--- src/rtl/csa_seq_adder_if.sv ---
// Request/result bundle for csa_seq_adder: start/a/b/ci in, busy/done/sum/co out.
// master drives requests and observes results; slave is the adder side.
interface csa_seq_adder_if #(
    parameter int WIDTH  = 4,
    parameter int CHUNKS = 4
);
    localparam int N = WIDTH * CHUNKS;

    logic         start;
    logic [N-1:0] a;
    logic [N-1:0] b;
    logic         ci;
    logic         busy;
    logic         done;
    logic [N-1:0] sum;
    logic         co;

    modport master (
        output start, a, b, ci,
        input  busy, done, sum, co
    );

    modport slave (
        input  start, a, b, ci,
        output busy, done, sum, co
    );
endinterface

--- src/rtl/csa_seq_adder.sv ---
// Multi-cycle adder: one CSA slice per clock, LSB slice first, carry registered.
// Ports: clk, rst_n (async low), bus (slave: start,a,b,ci -> busy,done,sum,co).
// Build option CSA_SEQ_SAT_EN: saturate sum to all ones when the final carry is set.
module csa #(
    parameter int WIDTH = 4
) (
    input  logic [WIDTH-1:0] a,
    input  logic [WIDTH-1:0] b,
    input  logic             ci,
    output logic [WIDTH-1:0] s,
    output logic             co
);
    logic [WIDTH:0] r0;
    logic [WIDTH:0] r1;

    // carry-select: both carry-in cases computed, ci picks one
    assign r0 = {1'b0, a} + {1'b0, b};
    assign r1 = {1'b0, a} + {1'b0, b} + (WIDTH + 1)'(1);
    assign {co, s} = ci ? r1 : r0;
endmodule

module csa_seq_adder #(
    parameter int WIDTH  = 4,
    parameter int CHUNKS = 4
) (
    input  logic           clk,
    input  logic           rst_n,
    csa_seq_adder_if.slave bus
);
    localparam int N  = WIDTH * CHUNKS;
    localparam int IW = $clog2(CHUNKS);

    typedef enum logic [1:0] {
        IDLE,
        RUN,
        DONE
    } state_t;

    state_t         state;
    logic [N-1:0]   a_reg;
    logic [N-1:0]   b_reg;
    logic [N-1:0]   partial;
    logic [N-1:0]   sum_q;
    logic           cy;
    logic           co_q;
    logic           busy_q;
    logic           done_q;
    logic [IW-1:0]  idx;

    logic [WIDTH-1:0] sa;
    logic [WIDTH-1:0] sb;
    logic [WIDTH-1:0] ss;
    logic             sco;
    logic [N-1:0]     np;
    logic             last;

    always_comb begin
        sa = '0;
        sb = '0;
        for (int i = 0; i < CHUNKS; i++) begin
            if (idx == IW'(i)) begin
                sa = a_reg[i*WIDTH +: WIDTH];
                sb = b_reg[i*WIDTH +: WIDTH];
            end
        end
    end

    csa #(.WIDTH(WIDTH)) u_csa (
        .a  (sa),
        .b  (sb),
        .ci (cy),
        .s  (ss),
        .co (sco)
    );

    // partial with the current slice merged, so the final edge sees it
    always_comb begin
        np = partial;
        for (int i = 0; i < CHUNKS; i++) begin
            if (idx == IW'(i)) begin
                np[i*WIDTH +: WIDTH] = ss;
            end
        end
    end

    // explicit compare: exit never relies on idx wrapping
    assign last = (idx == IW'(CHUNKS - 1));

    always_ff @(posedge clk or negedge rst_n) begin
        if (!rst_n) begin
            state   <= IDLE;
            a_reg   <= '0;
            b_reg   <= '0;
            partial <= '0;
            sum_q   <= '0;
            cy      <= 1'b0;
            co_q    <= 1'b0;
            busy_q  <= 1'b0;
            done_q  <= 1'b0;
            idx     <= '0;
        end else begin
            unique case (state)
                IDLE: begin
                    done_q <= 1'b0;
                    if (bus.start) begin
                        a_reg   <= bus.a;
                        b_reg   <= bus.b;
                        cy      <= bus.ci;
                        idx     <= '0;
                        partial <= '0;
                        busy_q  <= 1'b1;
                        state   <= RUN;
                    end
                end
                RUN: begin
                    partial <= np;
                    cy      <= sco;
                    idx     <= idx + 1'b1;
                    if (last) begin
`ifdef CSA_SEQ_SAT_EN
                        sum_q <= sco ? '1 : np;
`else
                        sum_q <= np;
`endif
                        co_q   <= sco;
                        done_q <= 1'b1;
                        state  <= DONE;
                    end
                end
                DONE: begin
                    done_q <= 1'b0;
                    busy_q <= 1'b0;
                    state  <= IDLE;
                end
                default: state <= IDLE;
            endcase
        end
    end

    assign bus.busy = busy_q;
    assign bus.done = done_q;
    assign bus.sum  = sum_q;
    assign bus.co   = co_q;
endmodule

--- src/flat_wrapper.sv ---
// flat-port wrapper written by rule: the top's interface ports become plain ports
module csa_seq_adder_flat 
#(
    parameter int WIDTH  = 4,
    parameter int CHUNKS = 4
)
  (clk, rst_n, bus_start, bus_a, bus_b, bus_ci, bus_busy, bus_done, bus_sum, bus_co);
  csa_seq_adder_if #(.WIDTH(WIDTH), .CHUNKS(CHUNKS)) bus_i ();
  input  logic clk;
  input  logic rst_n;
  input wire logic [$bits(bus_i.start)-1:0] bus_start;
  input wire logic [$bits(bus_i.a)-1:0] bus_a;
  input wire logic [$bits(bus_i.b)-1:0] bus_b;
  input wire logic [$bits(bus_i.ci)-1:0] bus_ci;
  output wire logic [$bits(bus_i.busy)-1:0] bus_busy;
  output wire logic [$bits(bus_i.done)-1:0] bus_done;
  output wire logic [$bits(bus_i.sum)-1:0] bus_sum;
  output wire logic [$bits(bus_i.co)-1:0] bus_co;
  assign bus_i.start = bus_start;
  assign bus_i.a = bus_a;
  assign bus_i.b = bus_b;
  assign bus_i.ci = bus_ci;
  assign bus_busy = bus_i.busy;
  assign bus_done = bus_i.done;
  assign bus_sum = bus_i.sum;
  assign bus_co = bus_i.co;
  csa_seq_adder #(.WIDTH(WIDTH), .CHUNKS(CHUNKS)) u_core (.clk(clk), .rst_n(rst_n), .bus(bus_i));
endmodule
--- config.mk ---
export PLATFORM = sky130hd
export DESIGN_NAME = csa_seq_adder_flat
export DESIGN_NICKNAME = d
export VERILOG_FILES = /design/src/rtl/csa_seq_adder_if.sv /design/src/rtl/csa_seq_adder.sv /design/src/flat_wrapper.sv
export SDC_FILE = /design/constraint.sdc
export NUM_CORES = 1
export LEC_CHECK = 0
export ABC_AREA = 1
export CAP_MARGIN = 20
export CORE_MARGIN = 3
export CORE_UTILIZATION = 45
export CTS_CLUSTER_DIAMETER = 120
export DETAILED_ROUTE_END_ITERATION = 8
export PLACE_DENSITY = 0.69
export SYNTH_ARGS = -nofsm -noshare
export SYNTH_HDL_FRONTEND = slang
export SYNTH_SLANG_ARGS = --single-unit
--- constraint.sdc ---
create_clock -name clk -period 7.25 [get_ports clk]
set_input_delay 1.0875 -clock clk [delete_from_list [all_inputs] [get_ports clk]]
set_output_delay 1.0875 -clock clk [all_outputs]
set_load 0.02 [all_outputs]
==> impl_metrics.sql, run 1 <==
INSERT INTO impl_metrics (metric_group, metric, value, unit) VALUES
('status', 'outcome', 'finished clean', ''),
('pwr', 'netSwitchingFraction', '0.4624', ''),
('min_path', 'min_path_cells', '2', ''),
('synthesis', 'postSynthNetCount', '448', ''),
('pwr', 'switchingPower', '0.0009896', 'W'),
('global_routing', 'first_pass_grt_wire_length', '12.03', 'mm'),
('setup_path', 'critical_path_peak_fanout', '17', ''),
('detailed_routing', 'detail-route-antenna-nets', '0', ''),
('detailed_routing', 'drtIter0Drc', '127', ''),
('timing', 'hold_viol', '0', ''),
('synthesis', 'synth_top_area_cell', 'dfrtp_1', ''),
('synthesis', 'synth_top_family_by_area', 'simple AND/OR/NAND/NOR gates', ''),
('clock_tree', 'cts_num_sinks', '68', ''),
('synthesis', 'synth.lib_cells_used.distinct', '24', ''),
('detailed_routing', 'postRouteWirelength', '6.958', 'mm'),
('layout', 'layout.cells.most_common', 'nand2_1', ''),
('die', 'total_die_area', '8262', 'µm²'),
('setup_path', 'worst_path_max_delay_cell', 'ha_1', ''),
('synthesis', 'post_synth.cell_area_avg', '8.067', 'µm²'),
('setup_path', 'worst_path_dominant_cell_family', 'adder cells', ''),
('layout', 'final_core_utilization', '0.5786', ''),
('placement', 'hpwlAfterDp', '4.837', 'mm'),
('die', 'coreArea', '6907', 'µm²'),
('layout', 'nNetsFinal', '497', ''),
('clock_tree', 'clock_tree.htree_level_count', '3', ''),
('clock_tree', 'clock_insertion_delay_worst_skew', '340', 'ps'),
('detailed_routing', 'vias', '2718', ''),
('clock_tree', 'cts_max_path_bufs', '2', ''),
('setup_path', 'cp-start-kind', 'flop', ''),
('layout', 'drive_gt1_frac', '0.05921', ''),
('synthesis', 'post_synth_inst_count', '402', ''),
('die', 'effective_utilization_at_floorplan', '0.4696', ''),
('pwr', 'vdd.ir_drop.worst', '0.0001777', 'V'),
('global_routing', 'antenna_found_initial', '0', ''),
('setup_path', 'crit_type', 'flop to flop', ''),
('synthesis', 'async_reset_ff_frac', '1.000', ''),
('placement', 'io_buffers', '54', ''),
('pwr', 'cell_internal_power', '0.001151', 'W'),
('setup_path', 'setup.worst_path.end_class', 'flop', ''),
('die', 'dieHeight', '90.90', 'µm'),
('synthesis', 'synth_adder_area_share', '0.04090', ''),
('min_path', 'hold_path_class', 'flop to flop', ''),
('setup_path', 'worstPathCellList', 'inv_1 > ha_1 > nor2_2 > a22oi_1 > nand2_1 > o21ai_0 > a21oi_1 > ha_1 > fa_1 > ha_1 > a21oi_1 > nand2_1 > o21ai_0 > o21ai_0', ''),
('placement', 'gp_congestion', '0.8997', ''),
('synthesis', 'synth-seq-cells', '68', ''),
('pwr', 'power-per-cell-area', '535.5', 'nW/µm²'),
('synthesis', 'post_synth_xor_area_fraction', '0.002701', ''),
('timing', 'rsz0062_at_grt', 'no', ''),
('detailed_routing', 'routedWlPerCell', '12.61', 'µm'),
('pwr', 'seq_power_share', '0.309', ''),
('clock_tree', 'hold_buffer_count_at_cts', '0', ''),
('timing', 'finClkSkew', '8.303', 'ps'),
('layout', 'final.fill_count', '652', ''),
('pwr', 'fin_total_pwr', '0.002140', 'W'),
('global_routing', 'groute.usage.overall', '0.1804', ''),
('detailed_routing', 'drc_errors', '0', ''),
('global_routing', 'grt_overflow', '0', ''),
('global_routing', 'grt_start_max_net_pins', '69', ''),
('synthesis', 'synth_area_in_compound_gates', '0.09606', ''),
('setup_path', 'worst_ep_arrival', '3690', 'ps'),
('clock_tree', 'clockRootBuffer', 'clkbuf_8', ''),
('clock_tree', 'clk_pin_slew_worst_paths', '70', 'ps'),
('layout', 'num_antenna_cells', '0', ''),
('synthesis', 'synth.cell_area', '3243', 'µm²'),
('timing', 'worst_slew_pin_tran', '982.1', 'ps'),
('setup_path', 'crit_required', '7450', 'ps'),
('layout', 'layout_common_cells', 'nand2_1 (184), dfrtp_1 (68), clkdlybuf4s50_1 (53)', ''),
('timing', 'finalCritPeriodShare', '0.4806', ''),
('detailed_routing', 'post_drt_via_cell_ratio', '4.924', ''),
('setup_path', 'path_buf_inv', '1', ''),
('synthesis', 'synthMuxAreaShare', '0', '');
-- final timing paths --
| check | endpoint | slack [ps] | startpoint |
|---|---|---|---|
| worst min register to register | u_core.bus.sum[11] | 480 | u_core.bus.sum[11] |
| min in group asynchronous | u_core.partial[9] | 920 | rst_n |
| worst max-delay path | u_core.bus.sum[1] | 3770 | u_core.idx[1] |
| max in group asynchronous | u_core.b_reg[15] | 5760 | rst_n |
| worst max register to register | u_core.bus.sum[1] | 3770 | u_core.idx[1] |
| worst min-delay path | u_core.bus.sum[11] | 480 | u_core.bus.sum[11] |
-- layer usage --
| metal | part of all wire | global-route usage | routed length, µm | vias up |
|---|---|---|---|---|
| met4 | 0.015 | 0.06156 | 102 | 0 |
| met2 | 0.46 | 0.2860 | 3222 | 70 |
| met5 | 0 | 0 | 0 | - |
| met3 | 0.049 | 0.05000 | 340 | 12 |
| li1 | - | - | - | 1370 |
| met1 | 0.47 | 0.2388 | 3293 | 1266 |
-- through the flow --
step | hold WS, ps | std cells | instance area, µm²
6_report | 478.3 | 552 | 3996
5_1_grt | 502.2 | 552 | 3996
4_1_cts | 482.2 | 552 | 3996
3_5_place_dp | 462.8 | 536 | 3815
3_3_place_gp | 459.7 | 536 | 3815
2_1_floorplan | 441.0 | 402 | 3243
-- layout make-up --
| class | count | area [µm²] | share of cell area |
|---|---|---|---|
| clock buffer | 15 | 176.4 | 0.04415 |
| clock inverter | 1 | 5.005 | 0.001252 |
| inverter | 23 | 86.33 | 0.02160 |
| multi-input combinational | 294 | 1364 | 0.3413 |
| sequential | 68 | 1702 | 0.4258 |
| tap | 96 | 120.1 | 0.03006 |
| timing repair buffer | 55 | 543.0 | 0.1359 |
-- power by group through the flow --
stage	Sequential [W]	Combinational [W]	Clock (W)
after global routing	0.000681	0.00136	0.000312
after floorplan	0.000696	0.000828	0
after global placement	0.000665	0.00114	0
after detailed placement	0.000665	0.00119	0
after CTS	0.000661	0.00119	0.000293
final	0.000661	0.00119	0.000286
-- cell usage after synthesis (all sizes together) (5+ instances only) --
cell type / instances
nor2: 18
or2: 5
ha: 9
nand3: 18
inv: 23
nand2: 184
a22oi: 7
dfrtp: 68
a21oi: 13
o21ai: 37
clkbuf: 7
buf: 10
-- worst reg2reg max path: cells and delay by family (launching register included) --
family,cells,cell delay (ps)
AND/OR/NAND/NOR,3,350
AO/OA/AOI/OAI,6,890
flip-flops,1,400
adder cells (fa/ha/maj),4,1600
buffers and inverters,1,110
-- kinds of logic after synthesis --
| group | Yosys count |
|---|---|
| flops | 68 |
| xor+xnor | 1 |
| compound gates | 58 |
| simple gates | 225 |
| fa+ha+maj | 10 |
| buf+inv | 40 |
Note: power is estimated with default switching activity, not from simulation.
==> run 2, diff against run 1 <==
PLACE_DENSITY = 0.72   (was 0.69)
clock period = 2.9 ns   (was 7.25 ns; I/O delays follow)
==> run 2 against run 1 <==
  * First-iteration DRC count down 9.4%
  * Clock skew about the same
  * Non-clock buffer count grew 19
  * Design area grew 7.6%
  * Maximum frequency increased by 26%
  * Global-route usage rose by 0.78 points
  * Wire length rose by 6.3%
  * Via count increased by 2.4%
  * Setup slack got worse by 3600 ps
==> impl_metrics.sql, run 2 (synthesized netlist as in run 1, its figures left out) <==
INSERT INTO impl_metrics (metric_group, metric, value, unit) VALUES
('layout', 'nNetsFinal', '517', ''),
('timing', 'period_minus_slack', '2764', 'ps'),
('layout', 'num_antenna_cells', '0', ''),
('die', 'total_die_area', '8262', 'µm²'),
('die', 'effective_utilization_at_floorplan', '0.4696', ''),
('clock_tree', 'tritoncts.num_buffers', '9', ''),
('timing', 'worst_slew_pin_tran', '785.5', 'ps'),
('die', 'row_count', '30', ''),
('setup_path', 'critical_path_peak_fanout', '7', ''),
('detailed_routing', 'detail-route-antenna-nets', '0', ''),
('clock_tree', 'cts_tree', 'done', ''),
('setup_path', 'worst_path_max_delay_cell', 'fa_1', ''),
('setup_path', 'worstPathCellList', 'inv_2 > ha_4 > inv_2 > nor2_4 > a22oi_2 > nand2_1 > o21ai_1 > a21oi_1 > ha_2 > fa_1 > ha_1 > a21oi_4 > nand2_1 > o21ai_2 > o21ai_0', ''),
('layout', 'drive_gt1_frac', '0.1642', ''),
('setup_path', 'critPathLaunch', 'u_core.idx[1]', ''),
('layout', 'multi_input_comb_area', '1508', 'µm²'),
('detailed_routing', 'postRouteWirelength', '7.399', 'mm'),
('die', 'dieHeight', '90.90', 'µm'),
('setup_path', 'path_buf_inv', '2', ''),
('timing', 'timing_max_transition_violations_final', '0', ''),
('status', 'outcome', 'finished clean', ''),
('global_routing', 'grt_overflow', '0', ''),
('detailed_routing', 'drc_errors', '0', ''),
('setup_path', 'cp-start-kind', 'flop', ''),
('timing', 'finClkSkew', '8.280', 'ps'),
('timing', 'setup_viol', '0', ''),
('run', 'number_of_max_capacitance_violations_reported', '0', ''),
('min_path', 'hold_path_class', 'input port to async pin', ''),
('layout', 'layout_common_cells', 'nand2_1 (179), dfrtp_1 (68), clkdlybuf4s50_1 (53)', ''),
('detailed_routing', 'vias', '2783', ''),
('clock_tree', 'clockRootBuffer', 'clkbuf_8', ''),
('global_routing', 'antenna_found_initial', '0', ''),
('die', 'die_width', '90.90', 'µm'),
('setup_path', 'critical_path.reg2reg.startpoint', 'u_core.idx[1]', ''),
('timing', 'achievable-frequency', '361.7', 'MHz'),
('clock_tree', 'cts_max_path_bufs', '2', ''),
('setup_path', 'worst_ep_arrival', '2980', 'ps'),
('die', 'io-pin-count', '55', ''),
('clock_tree', 'clock_insertion_delay_worst_skew', '340', 'ps'),
('detailed_routing', 'firstDrtPassIters', '4', ''),
('global_routing', 'grt_start_max_net_pins', '36', ''),
('timing', 'hold_viol', '0', ''),
('setup_path', 'worst_path_dominant_cell_family', 'adder cells', ''),
('timing', 'rsz0062_at_grt', 'yes', ''),
('detailed_routing', 'post_drt_via_cell_ratio', '4.874', ''),
('placement', 'io_buffers', '54', ''),
('layout', 'area.growth.synth_to_final', '32.56', '%'),
('timing', 'timing.max_slew.rel_slack', '0.4757', ''),
('timing', 'finalCritPeriodShare', '0.9532', ''),
('clock_tree', 'cts_num_sinks', '68', ''),
('global_routing', 'groute.usage.overall', '0.1882', ''),
('placement', 'hpwlAfterDp', '5.287', 'mm'),
('layout', 'layout.cells.most_common', 'nand2_1', ''),
('timing', 'timing.setup.tns', '0', 'ps'),
('setup_path', 'crit_required', '3110', 'ps'),
('detailed_routing', 'routedWlPerCell', '12.96', 'µm'),
('clock_tree', 'clock_tree.htree_level_count', '3', ''),
('global_routing', 'vias_in_the_first_global_route', '2785', ''),
('placement', 'gp_congestion', '0.8540', ''),
('global_routing', 'first_pass_grt_wire_length', '12.37', 'mm'),
('layout', 'ff_latch_area', '1702', 'µm²'),
('setup_path', 'crit_path_max_incr_delay', '440', 'ps'),
('setup_path', 'crit_type', 'flop to flop', ''),
('detailed_routing', 'drtIter0Drc', '115', ''),
('layout', 'final.fill_count', '648', ''),
('die', 'coreArea', '6907', 'µm²'),
('clock_tree', 'clk_pin_slew_worst_paths', '70', 'ps'),
('setup_path', 'setup.worst_path.end_class', 'flop', '');
==> run 2: changes by cell type in the layout (fill, tap and decap cells not counted), moves of 4 or more <==
cell / previous run / this run
buf_4: 1 / 18
o21ai_0: 36 / 19
o21ai_1: 1 / 13
inv_1: 19 / 14
nand2_1: 184 / 179
nand2_2: 0 / 5
o21ai_2: 0 / 5
a21oi_1: 13 / 9
ha_1: 9 / 5
==> run 2: final timing paths <==
check	end	slack, ps	cells after the start
max in group asynchronous	u_core.a_reg[8]	2090	2
max reg2reg	u_core.partial[9]	140	15
max	u_core.partial[9]	140	15
min	u_core.bus.sum[13]	170	1
min in group clk	u_core.bus.sum[13]	480	2
min reg2reg	u_core.bus.sum[13]	480	2
==> run 2: metrics by stage <==
step	util	hold WS [ps]	cell area [µm²]	instances	setup slack [ps]
floorplan	-	139.4	3243	402	22.30
global placement	0.5683	453.8	3925	549	19.34
detailed placement	0.5683	462.9	3925	549	-233.2
CTS	0.5995	176.2	4140	566	5.139
global route	0.6225	212.8	4299	571	-67.84
finish	0.6225	169.2	4299	571	135.6
==> run 2: final cells by class <==
cell class | count | area share
Timing Repair Buffer | 74 | 0.1633
Clock inverter | 2 | 0.002328
Timing Repair inverter | 1 | 0.001746
Multi-Input combinational cell | 294 | 0.3507
Sequential cell | 68 | 0.3958
Tap cell | 96 | 0.02794
Inverter | 23 | 0.02125
Clock buffer | 13 | 0.03696
==> run 2: layer usage <==
layer / track usage / vias to the layer above / wire (µm)
met3: 0.04750 / 16 / 429
li1: - / 1411 / -
met2: 0.3045 / 82 / 3499
met1: 0.2321 / 1274 / 3322
met4: 0.09799 / 0 / 148
met5: 0 / - / 0
==> run 2: repair_timing <==
action,CTS,global route
setup buffers,2,4
setup endpoints to repair,14,22
hold buffers,0,0
gates cloned,0,1
hold endpoints to repair,0,0
pin swaps,3,16
gates resized for setup,13,44
Power of run 2 is not shown: default switching activity piles up to over one toggle a cycle in this logic, so the estimate is an artifact.
==> RTL change 1: new RTL, flow settings as in run 1 <==
Encoding of `state_t`: now one-hot (3 bits for 3 states).
--- a/src/rtl/csa_seq_adder.sv
+++ b/src/rtl/csa_seq_adder.sv
@@ -30,10 +30,10 @@
     localparam int N  = WIDTH * CHUNKS;
     localparam int IW = $clog2(CHUNKS);
 
-    typedef enum logic [1:0] {
-        IDLE,
-        RUN,
-        DONE
+    typedef enum logic [2:0] {
+        IDLE = 3'b001,
+        RUN  = 3'b010,
+        DONE = 3'b100
     } state_t;
 
     state_t         state;
Formal check against the unedited RTL: same outputs for any inputs over 10 cycles, from zero or initial values and one cycle with rst_n low; not proved beyond that.
==> RTL change 1 against run 1 <==
Global-route usage is 0.61 points lower. Setup slack worse by 23 ps. Wire length is 3.1% lower. Area after synthesis is 2.6% higher. Total power is 13% lower. Cell area is 2.4% higher. Worst hold slack worse by 9.3 ps. Sequential cell count is 1 higher. Clock skew is 2.1 ps lower. Via count is 1.5% lower. Sequential share of layout area is 0.37 points lower. Critical path type unchanged. Critical endpoint is now u_core.bus.sum[5]. Largest power group unchanged.
==> RTL change 1: results <==
global_routing:
  grt_max_degree: 70
  grt_first_pass_wirelength_um: 11900
  number_of_global_route_vias_before_repair: 2682
logic_synthesis:
  synth-seq-area-share_pct: 51.9
  synth.lib_cells_used.distinct: 30
  synth_top_cells_by_count: "nand2_1 (180), dfrtp_1 (68), o21ai_0 (27)"
  syn-num-nets: 450
  avgSynthCellArea_um2: 8.24
setup_path:
  cp_data_arrival_time_ps: 3710
  cpPeakStageDelay_ps: 610
finish:
  finalNonFillerCells: 554
  final_nets: 499
  fillerInstances: 657
route:
  drt_pass1_iterations: 5
  dr_total_vias: 2676
  routed_wl_um: 6740
  first_iter_violations: 80
power:
  switching_share_pct: 42.3
  power.leakage_nw: 2.05
  peakVddDrop_uv: 157
  clock_net_power_mw: 0.323
  total_power_mw: 1.86
timing:
  clock-skew-final_ps: 6.19
  maxSlewHeadroom_pct: 41.7
place:
  post_dp_cell_area_mm2: 0.00388
  dp_slack_ps: 3760
  place_congestion: 0.845
  dpl.cell_count: 538
  post-dp-hpwl_um: 4780
run_status:
  outcome: "completed"
-- RTL change 1: cell types whose count changed after synthesis, sizes merged, moves of 2 or more --
cell,before,now
nor2,18,20
clkbuf,7,1
nand2,184,182
a21oi,13,11
nand3,18,20
buf,10,16
-- RTL change 1: cells by family after synthesis --
group	Yosys count	share of synthesized area [%]
and+or+nand+nor	228	28.7
AOI/OAI and AO/OA	56	9.14
xor gates and xnor gates	2	0.526
DFF	69	51.9
buffers and inverters	39	5.75
adders and majority gates	10	3.99
-- RTL change 1: metal layers --
metal | part of all wire [%] | up-vias | track usage (%)
li1 | - | 1380 | -
met1 | 48 | 1216 | 22.7
met2 | 45 | 65 | 28.0
met3 | 5.1 | 15 | 5.58
met4 | 1.7 | 0 | 4.83
met5 | 0 | - | 0
-- RTL change 1: worst paths after layout --
path                       slack [ps]                end  cells past startpoint              from
setup / recovery                 3740  u_core.bus.sum[5]                     14     u_core.idx[1]
hold / removal                    470   u_core.b_reg[10]                      2  u_core.b_reg[10]
setup reg to reg                 3740  u_core.bus.sum[5]                     14     u_core.idx[1]
hold reg to reg                   470   u_core.b_reg[10]                      2  u_core.b_reg[10]
max in group asynchronous        5730    u_core.state[1]                      2             rst_n
min in group asynchronous         930  u_core.bus.sum[9]                      2             rst_n
-- RTL change 1: area by class of cell --
cell class,count,area (µm²),area share (%)
flip-flops and latches,69,1730,42.2
multi-input cells,296,1410,34.4
inverters,22,82.6,2.02
repair buffers,55,543,13.3
clock inverters,3,42.5,1.04
clock buffers,13,169,4.13
well taps,96,120,2.93
-- RTL change 1: critical path, delay by kind of cell (launching register included) --
family | cells | cell delay, ps
AO/OA/AOI/OAI | 6 | 920
adder cells (fa/ha/maj) | 4 | 1660
buffers and inverters | 1 | 100
flip-flops | 1 | 400
AND/OR/NAND/NOR | 3 | 290
==> RTL change 2: new RTL, settings of run 1 <==
Without the edit above. Add a define of `CSA_SEQ_SAT_EN`.
--- a/src/rtl/csa_seq_adder.sv
+++ b/src/rtl/csa_seq_adder.sv
@@ -1,6 +1,8 @@
 // Multi-cycle adder: one CSA slice per clock, LSB slice first, carry registered.
 // Ports: clk, rst_n (async low), bus (slave: start,a,b,ci -> busy,done,sum,co).
 // Build option CSA_SEQ_SAT_EN: saturate sum to all ones when the final carry is set.
+`define CSA_SEQ_SAT_EN
+
 module csa #(
     parameter int WIDTH = 4
 ) (
Check against the original RTL: not equivalent (a bounded check fails within 10 cycles, from zero or initial values and one cycle with rst_n low).
==> RTL change 2 against run 1 <==
Area after synthesis up 11%. Sequential cell count up 4. Cell area is 8.9% higher. Wire length rose by 14%. Critical path type unchanged. Largest cell class unchanged. Highest routed layer unchanged. Setup slack got worse by 95 ps. Clock skew increased by 3.6 ps.
Power is not shown: default switching activity piles up to over one toggle a cycle in this logic, so the estimate is an artifact.
==> RTL change 2: results <==
run_status:
  outcome: "completed"
finish:
  nonClkBufAreaFrac_pct: 12.6
  clock_tree_area_fraction_pct: 3.68
  comb.multi_input.count: 331
  final_nets: 542
  count_of_plain_and_timing_repair_buffers: 56
  finalNonFillerCells: 598
  sh_seq_area_pct: 41.4
  nNonClkInverters: 26
  synthToLayoutAreaGrowth_pct: 20.8
  drive_above_1_share_pct: 10.8
  layout.clock_buffers: 10
  multiInputGateArea_mm2: 0.00162
  fillerInstances: 700
  flops_and_latches: 72
place:
  place_congestion: 0.886
  post_dp_cell_area_mm2: 0.00419
  dp_slack_ps: 3690
  post-dp-hpwl_um: 5510
  dpl.cell_count: 584
timing:
  maxSlewHeadroom_pct: 37.0
  clock-skew-final_ps: 11.9
  fin_crit_sh_pct: 49.4
  timing.hold.ws_ps: 478
global_routing:
  antenna_found_initial: 0
  grt_max_degree: 73
  grt_first_pass_wirelength_um: 13300
  number_of_global_route_vias_before_repair: 2881
  grt.total_usage_pct: 18.9
logic_synthesis:
  largest_cells_by_area_after_synthesis: "dfrtp_1 (50%), nand2_1 (21%), o21ai_0 (3.9%)"
  syn-instance-count: 448
  synth-seq-area-share_pct: 50.0
  synth_top_cells_by_count: "nand2_1 (198), dfrtp_1 (72), o21ai_0 (28)"
  synthesis.area_mm2: 0.00360
  syn-num-nets: 494
  asyncSetResetFlopFracSynth_pct: 100
  synth.lib_cells_used.distinct: 29
min_path:
  whs_path_depth: 2
  holdPathEnd: "u_core.bus.sum[6]"
  start_point_of_the_worst_min_delay_path: "u_core.bus.sum[6]"
  worstHoldPathType: "reg -> reg"
clock_network:
  number_of_buffers_inserted_during_clock_tree_synthesis: 9
  ctsRootBufferMaster: "clkbuf_8"
  clkTransAtPathRegs_ps: 70
  insertion_delay_ps: 350
  cts_repair_resize_count: 0
  postcts_setup_bufs: 0
setup_path:
  cpPeakStageDelay_ps: 540
  critical_path.startpoint: "u_core.idx[1]"
  critical_path.endpoint: "u_core.bus.sum[10]"
  critical_path.slowest_cell: "fa_1"
  cpLargestDelayFamily: "adder cells"
  worstRegToRegCells: 15
  cp_data_arrival_time_ps: 3820
  worstPathMaxFanout: 14
route:
  routed_wl_um: 7930
  dr_total_vias: 2952
  first_iter_violations: 157
-- RTL change 2: cell types whose count changed after synthesis, moves of 4 or more --
cell     delta
nand3_1     +7
nand3_2     +4
dfrtp_1     +4
o21ai_0     -8
nand2_1    +14
a22oi_1     -7
o21ai_1     +5
-- RTL change 2: logic make-up after synthesis --
kind of cell | Yosys count | share of synthesized area (%)
buffers and inverters | 45 | 5.04
XOR/XNOR | 2 | 0.695
AND/OR/NAND/NOR | 262 | 31.6
flip-flops | 72 | 50.0
AO/OA/AOI/OAI | 57 | 8.96
adder cells (fa/ha/maj) | 10 | 3.68
-- RTL change 2: routing by layer --
metal	global-route usage, %	part of all wire, %	vias to the layer above	wire [µm]
met2	31.2	47	65	3750
met3	4.58	5.1	8	405
met5	0	0	-	0
met1	24.6	46	1369	3680
li1	-	-	1510	-
met4	5.45	1.1	0	89
